===== config.mk =====
export PLATFORM = sky130hd
export DESIGN_NAME = io_cmd_sequencer
export DESIGN_NICKNAME = d
export VERILOG_FILES = /design/src/rtl/io_cmd_sequencer.sv
export SDC_FILE = /design/constraint.sdc
export NUM_CORES = 1
export LEC_CHECK = 0
export CAP_MARGIN = 20
export CORE_MARGIN = 5
export CORE_UTILIZATION = 41
export DETAILED_ROUTE_END_ITERATION = 8
export MAX_ROUTING_LAYER = met4
export PLACE_DENSITY = 0.71
export SLEW_MARGIN = 10
export SYNTH_ARGS = -nofsm -noshare
export SYNTH_HDL_FRONTEND = slang
export SYNTH_SLANG_ARGS = --single-unit

===== constraint.sdc =====
create_clock -name clk -period 2.64 [get_ports clk]
set_clock_uncertainty 0.05 [all_clocks]
set_input_delay 0.792 -clock clk [delete_from_list [all_inputs] [get_ports clk]]
set_output_delay 0.792 -clock clk [all_outputs]
set_load 0.02 [all_outputs]

===== src/rtl/io_cmd_sequencer.sv =====
// rtl/io_cmd_sequencer.sv - command FIFO and issue FSM for the RTC/LED peripheral.
// Optional GET reply timeout and sticky err flag enabled by defining IOSEQ_TIMEOUT_EN.
module io_cmd_sequencer #(
   parameter int          DEPTH   = 4,
`ifdef IOSEQ_TIMEOUT_EN
   parameter int          TIMEOUT = 16,
`endif
   parameter logic [7:0]  OP_GET  = 8'd4
) (
   input  logic        clk,
   input  logic        rst,
   input  logic        wr,
   input  logic [23:0] wdata,
   output logic        full,
   input  logic        rd,
   output logic [23:0] rdata,
   output logic        rvalid,
   output logic        start,
   output logic [23:0] cmd,
   input  logic        rdy_in,
   input  logic [23:0] resp_in,
   output logic        busy,
   output logic        err
);

   localparam int AW = $clog2(DEPTH);
   localparam int CW = AW + 1;

   typedef enum logic [1:0] {ST_IDLE, ST_ISSUE, ST_WAIT, ST_GAP} state_t;

   state_t        state_q, state_d;
   logic [23:0]   mem_q [DEPTH];
   logic [AW-1:0] wr_ptr_q, rd_ptr_q;
   logic [CW-1:0] count_q, count_d;
   logic [23:0]   rdata_q, rdata_d;
   logic          rvalid_q, rvalid_d;
   logic          push, pop, capture;
   logic [23:0]   cap_data, head;

   assign head  = mem_q[rd_ptr_q];
   assign full  = (count_q == CW'(DEPTH));
   assign push  = wr && !full;
   assign busy  = (count_q != '0) || (state_q != ST_IDLE);
   assign start = (state_q == ST_ISSUE);
   assign cmd   = start ? head : 24'h0;
   assign rdata = rdata_q;
   assign rvalid = rvalid_q;

`ifdef IOSEQ_TIMEOUT_EN
   logic [7:0] wcnt_q, wcnt_d;
   logic       err_q, err_d;
   assign err = err_q;
`else
   assign err = 1'b0;
`endif

   always_comb begin
      state_d  = state_q;
      pop      = 1'b0;
      capture  = 1'b0;
      cap_data = resp_in;
`ifdef IOSEQ_TIMEOUT_EN
      wcnt_d   = wcnt_q;
      err_d    = err_q;
`endif
      case (state_q)
         ST_IDLE: if (count_q != '0) state_d = ST_ISSUE;
         ST_ISSUE: begin
            pop = 1'b1;
            if (head[23:16] != OP_GET) begin
               state_d = ST_GAP;
            end else if (rdy_in) begin
               capture = 1'b1;
               state_d = ST_GAP;
            end else begin
               state_d = ST_WAIT;
`ifdef IOSEQ_TIMEOUT_EN
               wcnt_d  = 8'd0;
`endif
            end
         end
         ST_WAIT: begin
            if (rdy_in) begin
               capture = 1'b1;
               state_d = ST_GAP;
            end
`ifdef IOSEQ_TIMEOUT_EN
            // A real reply in the final cycle takes priority over the timeout.
            else if (wcnt_q == 8'(TIMEOUT - 1)) begin
               capture  = 1'b1;
               cap_data = 24'hFF0000;
               err_d    = 1'b1;
               state_d  = ST_GAP;
            end else begin
               wcnt_d = wcnt_q + 8'd1;
            end
`endif
         end
         ST_GAP: state_d = ST_IDLE;
         default: state_d = ST_IDLE;
      endcase
   end

   always_comb begin
      count_d = count_q;
      case ({push, pop})
         2'b10:   count_d = count_q + CW'(1);
         2'b01:   count_d = count_q - CW'(1);
         default: count_d = count_q;
      endcase
   end

   // Capture beats a same-cycle rd so a fresh reply is never lost.
   always_comb begin
      rdata_d  = capture ? cap_data : rdata_q;
      rvalid_d = capture ? 1'b1 : (rd ? 1'b0 : rvalid_q);
   end

   always_ff @(posedge clk) begin
      if (push) mem_q[wr_ptr_q] <= wdata;
   end

   always_ff @(posedge clk or negedge rst) begin
      if (!rst) begin
         state_q  <= ST_IDLE;
         wr_ptr_q <= '0;
         rd_ptr_q <= '0;
         count_q  <= '0;
         rdata_q  <= 24'h0;
         rvalid_q <= 1'b0;
      end else begin
         state_q  <= state_d;
         count_q  <= count_d;
         rdata_q  <= rdata_d;
         rvalid_q <= rvalid_d;
         if (push) wr_ptr_q <= wr_ptr_q + AW'(1);
         if (pop)  rd_ptr_q <= rd_ptr_q + AW'(1);
      end
   end

`ifdef IOSEQ_TIMEOUT_EN
   always_ff @(posedge clk or negedge rst) begin
      if (!rst) begin
         wcnt_q <= 8'd0;
         err_q  <= 1'b0;
      end else begin
         wcnt_q <= wcnt_d;
         err_q  <= err_d;
      end
   end
`endif

endmodule

==> Implementation_results.wiki <==
{| class="wikitable"
! Metric !! Value
|-
| Cell-by-cell trace of the critical path || buf_12 > buf_12 > mux4_2 > and2_4 > buf_6
|-
| Cells on worst reg2reg path || 8
|-
| Mean area per synthesized cell || 16.0 sq um
|-
| Critical path fanouts, max || 6
|-
| Failing checks || negative setup slack
|-
| Max-slew violation count || 0
|-
| Cell family contributing the most delay on the critical path || multiplexers
|-
| Tcrit/Tclk final || 105%
|-
| Aggregate routed wire length || 13100 um
|-
| Routed wire length per instance || 19.2 um
|-
| Via count || 3738
|-
| Power per standard cell area || 1180 nW/um^2
|-
| GRT Resource Usage Total || 17.1%
|-
| Total Die Area || 16200 sq um
|-
| Critical Path Most Common Cell || sky130_fd_sc_hd__buf_12
|-
| Cell at the root of the clock tree || sky130_fd_sc_hd__clkbuf_16
|-
| Number of endpoints with negative hold slack in the final report || 0
|-
| Source-to-sink clock delay at the later pin of the worst-skew pair || 0.40 ns
|-
| Max Cap Violations || 0
|-
| Sequential cell area fraction in the yosys report || 66.1%
|-
| H-tree depth || 4
|-
| Count of input and output buffers || 104
|-
| Internal reg-to-reg setup slack || 0.11 ns
|-
| Distinct cell type count of the synthesized netlist || 32
|-
| Data arrival time of the critical path || 1.92 ns
|-
| Area Overhead vs Synth || 40.1%
|-
| Cell count after synthesis || 353
|-
| Endpoint of the lowest-slack register-to-register path || rdata[9]
|-
| Longest individual stage delay on the worst path || 0.49 ns
|-
| Final-stage net count || 555
|-
| Post-Synthesis Cell Area || 5650 sq um
|-
| Maximum clock insertion buffer count || 2
|-
| Worst hold margin || 0.451 ns
|-
| Maximum operating frequency || 362 MHz
|-
| Placed insts || 639
|-
| First-pass GRT wire length || 20800 um
|-
| Number of nets produced by synthesis || 416
|-
| Count of state elements after synthesis || 130
|-
| Detailed Route Iter0 Violations || 386
|-
| Unrepaired setup endpoints after global routing || yes
|-
| Post-layout minimum cycle time || 2.76 ns
|-
| Highest-count cells in the layout ignoring fill and taps || sky130_fd_sc_hd__edfxtp_1, sky130_fd_sc_hd__clkdlybuf4s50_1, sky130_fd_sc_hd__dfrtp_1
|-
| Final-report setup violation count || 23
|-
| Count of yosys warnings during synthesis || 0
|-
| Final weighted congestion of routability-driven global placement || 0.769
|-
| Number of cells on the critical path || 5
|-
| Critical register-to-register path startpoint || rd_ptr_q[0]
|-
| Status || finished with violations
|-
| Worst path buffer plus inverter count || 3
|-
| Post-route worst setup slack || -0.121 ns
|-
| Critical path start-end classification || flop to primary output
|-
| Fraction of layout cells with a size suffix above 1 || 30.2%
|-
| Number of buffers added by the clock tree synthesis step || 17
|-
| Overflow left after global routing || 0
|-
| Setup_tns || -1.03 ns
|-
| Commonest non-fill, non-tap cell in the layout || sky130_fd_sc_hd__edfxtp_1
|-
| Timing startpoint of the critical path || rd_ptr_q[0]
|-
| Placeable core area || 13400 sq um
|-
| Ratio of routed vias to standard cells || 5.49
|-
| Worst-case vdd ir drop || 0.777 mV
|-
| Chip Height || 127 um
|-
| Worst setup path end || cmd[7]
|-
| Post-detailed-placement half-perimeter wirelength || 8290 um
|-
| Number of top-level pins || 106
|-
| Number of cell rows || 42
|-
| Initial antenna violation count || 1
|-
| DRT antenna net count || 0
|-
| Crit path max-delay cell type || sky130_fd_sc_hd__mux4_2
|-
| Relative slew slack || 35.8%
|-
| Clock tree sinks || 130
|-
| Class of the tightest hold or removal check || flop to flop
|-
| TritonCTS clock tree || done
|-
| Critical path data required time || 1.80 ns
|-
| Horizontal die dimension || 127 um
|-
| Number of iterations in the first detailed-routing pass || 5
|-
| LEAKAGE || 3.06 nW
|-
| Pin count of the biggest net entering global routing || 35
|-
| DRC violations left || 0
|-
| Number of cells traversed by the worst hold path || 1
|-
| Slew at the pin closest to its max-slew limit || 0.962 ns
|-
| Fin cells || 681
|-
| Number of global-route vias before repair || 3869
|-
| Clock transition at the registers of the reported paths || 0.06 ns
|-
| CP endpoint kind || primary output
|-
| Starting density of the core || 42.2%
|-
| CP Launch Type || flop
|}
==> worst register-to-register path, stage by stage (launching register included) <==
cell	delay, ns
sky130_fd_sc_hd__dfrtp_2	0.47
sky130_fd_sc_hd__buf_12	0.17
sky130_fd_sc_hd__mux4_2	0.51
sky130_fd_sc_hd__buf_4	0.14
sky130_fd_sc_hd__buf_4	0.13
sky130_fd_sc_hd__nor4b_4	0.27
sky130_fd_sc_hd__buf_6	0.26
sky130_fd_sc_hd__a21oi_1	0.10
sky130_fd_sc_hd__a311o_1	0.32
==> where the power goes <==
part	switching (mW)	leakage (nW)	internal, mW
registers	0.236	1.21	2.71
logic	2.00	1.59	2.27
clock network	0.893	0.254	1.21
total	3.12	3.06	6.18
==> synth_stat cells <==
library cell | count | area, sq um
sky130_fd_sc_hd__mux4_2 | 24 | 541
sky130_fd_sc_hd__o21ai_0 | 2 | 10.0
sky130_fd_sc_hd__and2_1 | 29 | 181
sky130_fd_sc_hd__a21oi_1 | 24 | 120
sky130_fd_sc_hd__fa_1 | 1 | 20.0
sky130_fd_sc_hd__nor2b_1 | 1 | 6.26
sky130_fd_sc_hd__a221o_1 | 1 | 10.0
sky130_fd_sc_hd__xnor2_1 | 3 | 26.3
sky130_fd_sc_hd__buf_1 | 3 | 11.3
sky130_fd_sc_hd__nor4_1 | 2 | 12.5
sky130_fd_sc_hd__buf_2 | 5 | 25.0
sky130_fd_sc_hd__dfrtp_1 | 34 | 851
sky130_fd_sc_hd__nor4b_4 | 1 | 23.8
sky130_fd_sc_hd__a311o_1 | 24 | 240
sky130_fd_sc_hd__nand2_1 | 26 | 97.6
sky130_fd_sc_hd__conb_1 | 1 | 3.75
sky130_fd_sc_hd__nor4_2 | 1 | 12.5
sky130_fd_sc_hd__or4b_2 | 1 | 10.0
sky130_fd_sc_hd__clkbuf_1 | 13 | 48.8
sky130_fd_sc_hd__o211ai_1 | 1 | 7.51
sky130_fd_sc_hd__buf_4 | 2 | 15.0
sky130_fd_sc_hd__a22o_1 | 24 | 210
sky130_fd_sc_hd__a221oi_1 | 1 | 8.76
sky130_fd_sc_hd__inv_1 | 10 | 37.5
sky130_fd_sc_hd__mux2_2 | 2 | 22.5
sky130_fd_sc_hd__o21bai_1 | 1 | 7.51
sky130_fd_sc_hd__xor2_1 | 3 | 26.3
sky130_fd_sc_hd__and3_1 | 3 | 18.8
sky130_fd_sc_hd__ha_1 | 9 | 113
sky130_fd_sc_hd__buf_6 | 4 | 45.0
sky130_fd_sc_hd__nor2_1 | 1 | 3.75
sky130_fd_sc_hd__edfxtp_1 | 96 | 2880
==> worst min path at each step <==
stage / start / endpoint / slack (ns)
CTS: count_q[2] / count_q[2] / 0.45
finish: count_q[2] / count_q[2] / 0.45
floorplan: count_q[2] / count_q[2] / 0.40
global placement: count_q[2] / count_q[2] / 0.42
detailed placement: count_q[2] / count_q[2] / 0.43
global route: count_q[2] / count_q[2] / 0.46
==> registers in the layout, summed over array words and instances (netlist names) <==
| register | flops |
|---|---|
| mem_q | 96 |
| rvalid | 1 |
| rdata | 24 |
| wr_ptr_q | 2 |
| rd_ptr_q | 2 |
| count_q | 3 |
| state_q | 2 |
==> area by class of cell <==
class	instances	area (sq um)
inverter	10	37.5
sequential	130	3730
clock buffer	18	429
clock inverter	13	106
multi-input combinational	186	1800
tap	176	220
antenna	1	2.50
timing repair buffer	147	1580
fill	1030	5480
==> cell families (layout without fill, tap and decap cells) <==
kind of cell | after synthesis | count (layout) | synth area share, %
other | 1 | 2 | 0.0664
muxes | 26 | 26 | 9.97
buffers and inverters | 37 | 188 | 3.23
and+or+nand+nor | 65 | 65 | 6.49
DFF | 130 | 130 | 66.1
AOI/OAI and AO/OA | 78 | 78 | 10.9
xor gates and xnor gates | 6 | 6 | 0.930
adders and majority gates | 10 | 10 | 2.35
==> stage by stage <==
step | power (mW) | area, sq um | worst slack, ns | utilization (%)
floorplan | 5.20 | 5650 | 0.0833 | -
global placement | 6.73 | 7170 | -0.0184 | 53.5
detailed placement | 6.84 | 7170 | -0.0536 | 53.5
CTS | 9.38 | 7890 | -0.143 | 58.9
global route | 9.83 | 7920 | -0.175 | 59.1
finish | 9.31 | 7920 | -0.121 | 59.1
==> metal layers <==
layer | global-route usage [%] | wire (um)
met1 | 21.2 | 5420
met2 | 27.8 | 6480
met3 | 4.76 | 1080
met4 | 4.35 | 126
met5 | - | 0
==> timing repair <==
action | in CTS | in global routing
hold buffers | 0 | 0
cloned | 1 | 0
resized for setup | 174 | 6
pin swaps | 22 | 1
buffers inserted | 6 | 4
setup endpoints to repair | 26 | 48
Note: power is estimated with default switching activity, not from simulation.
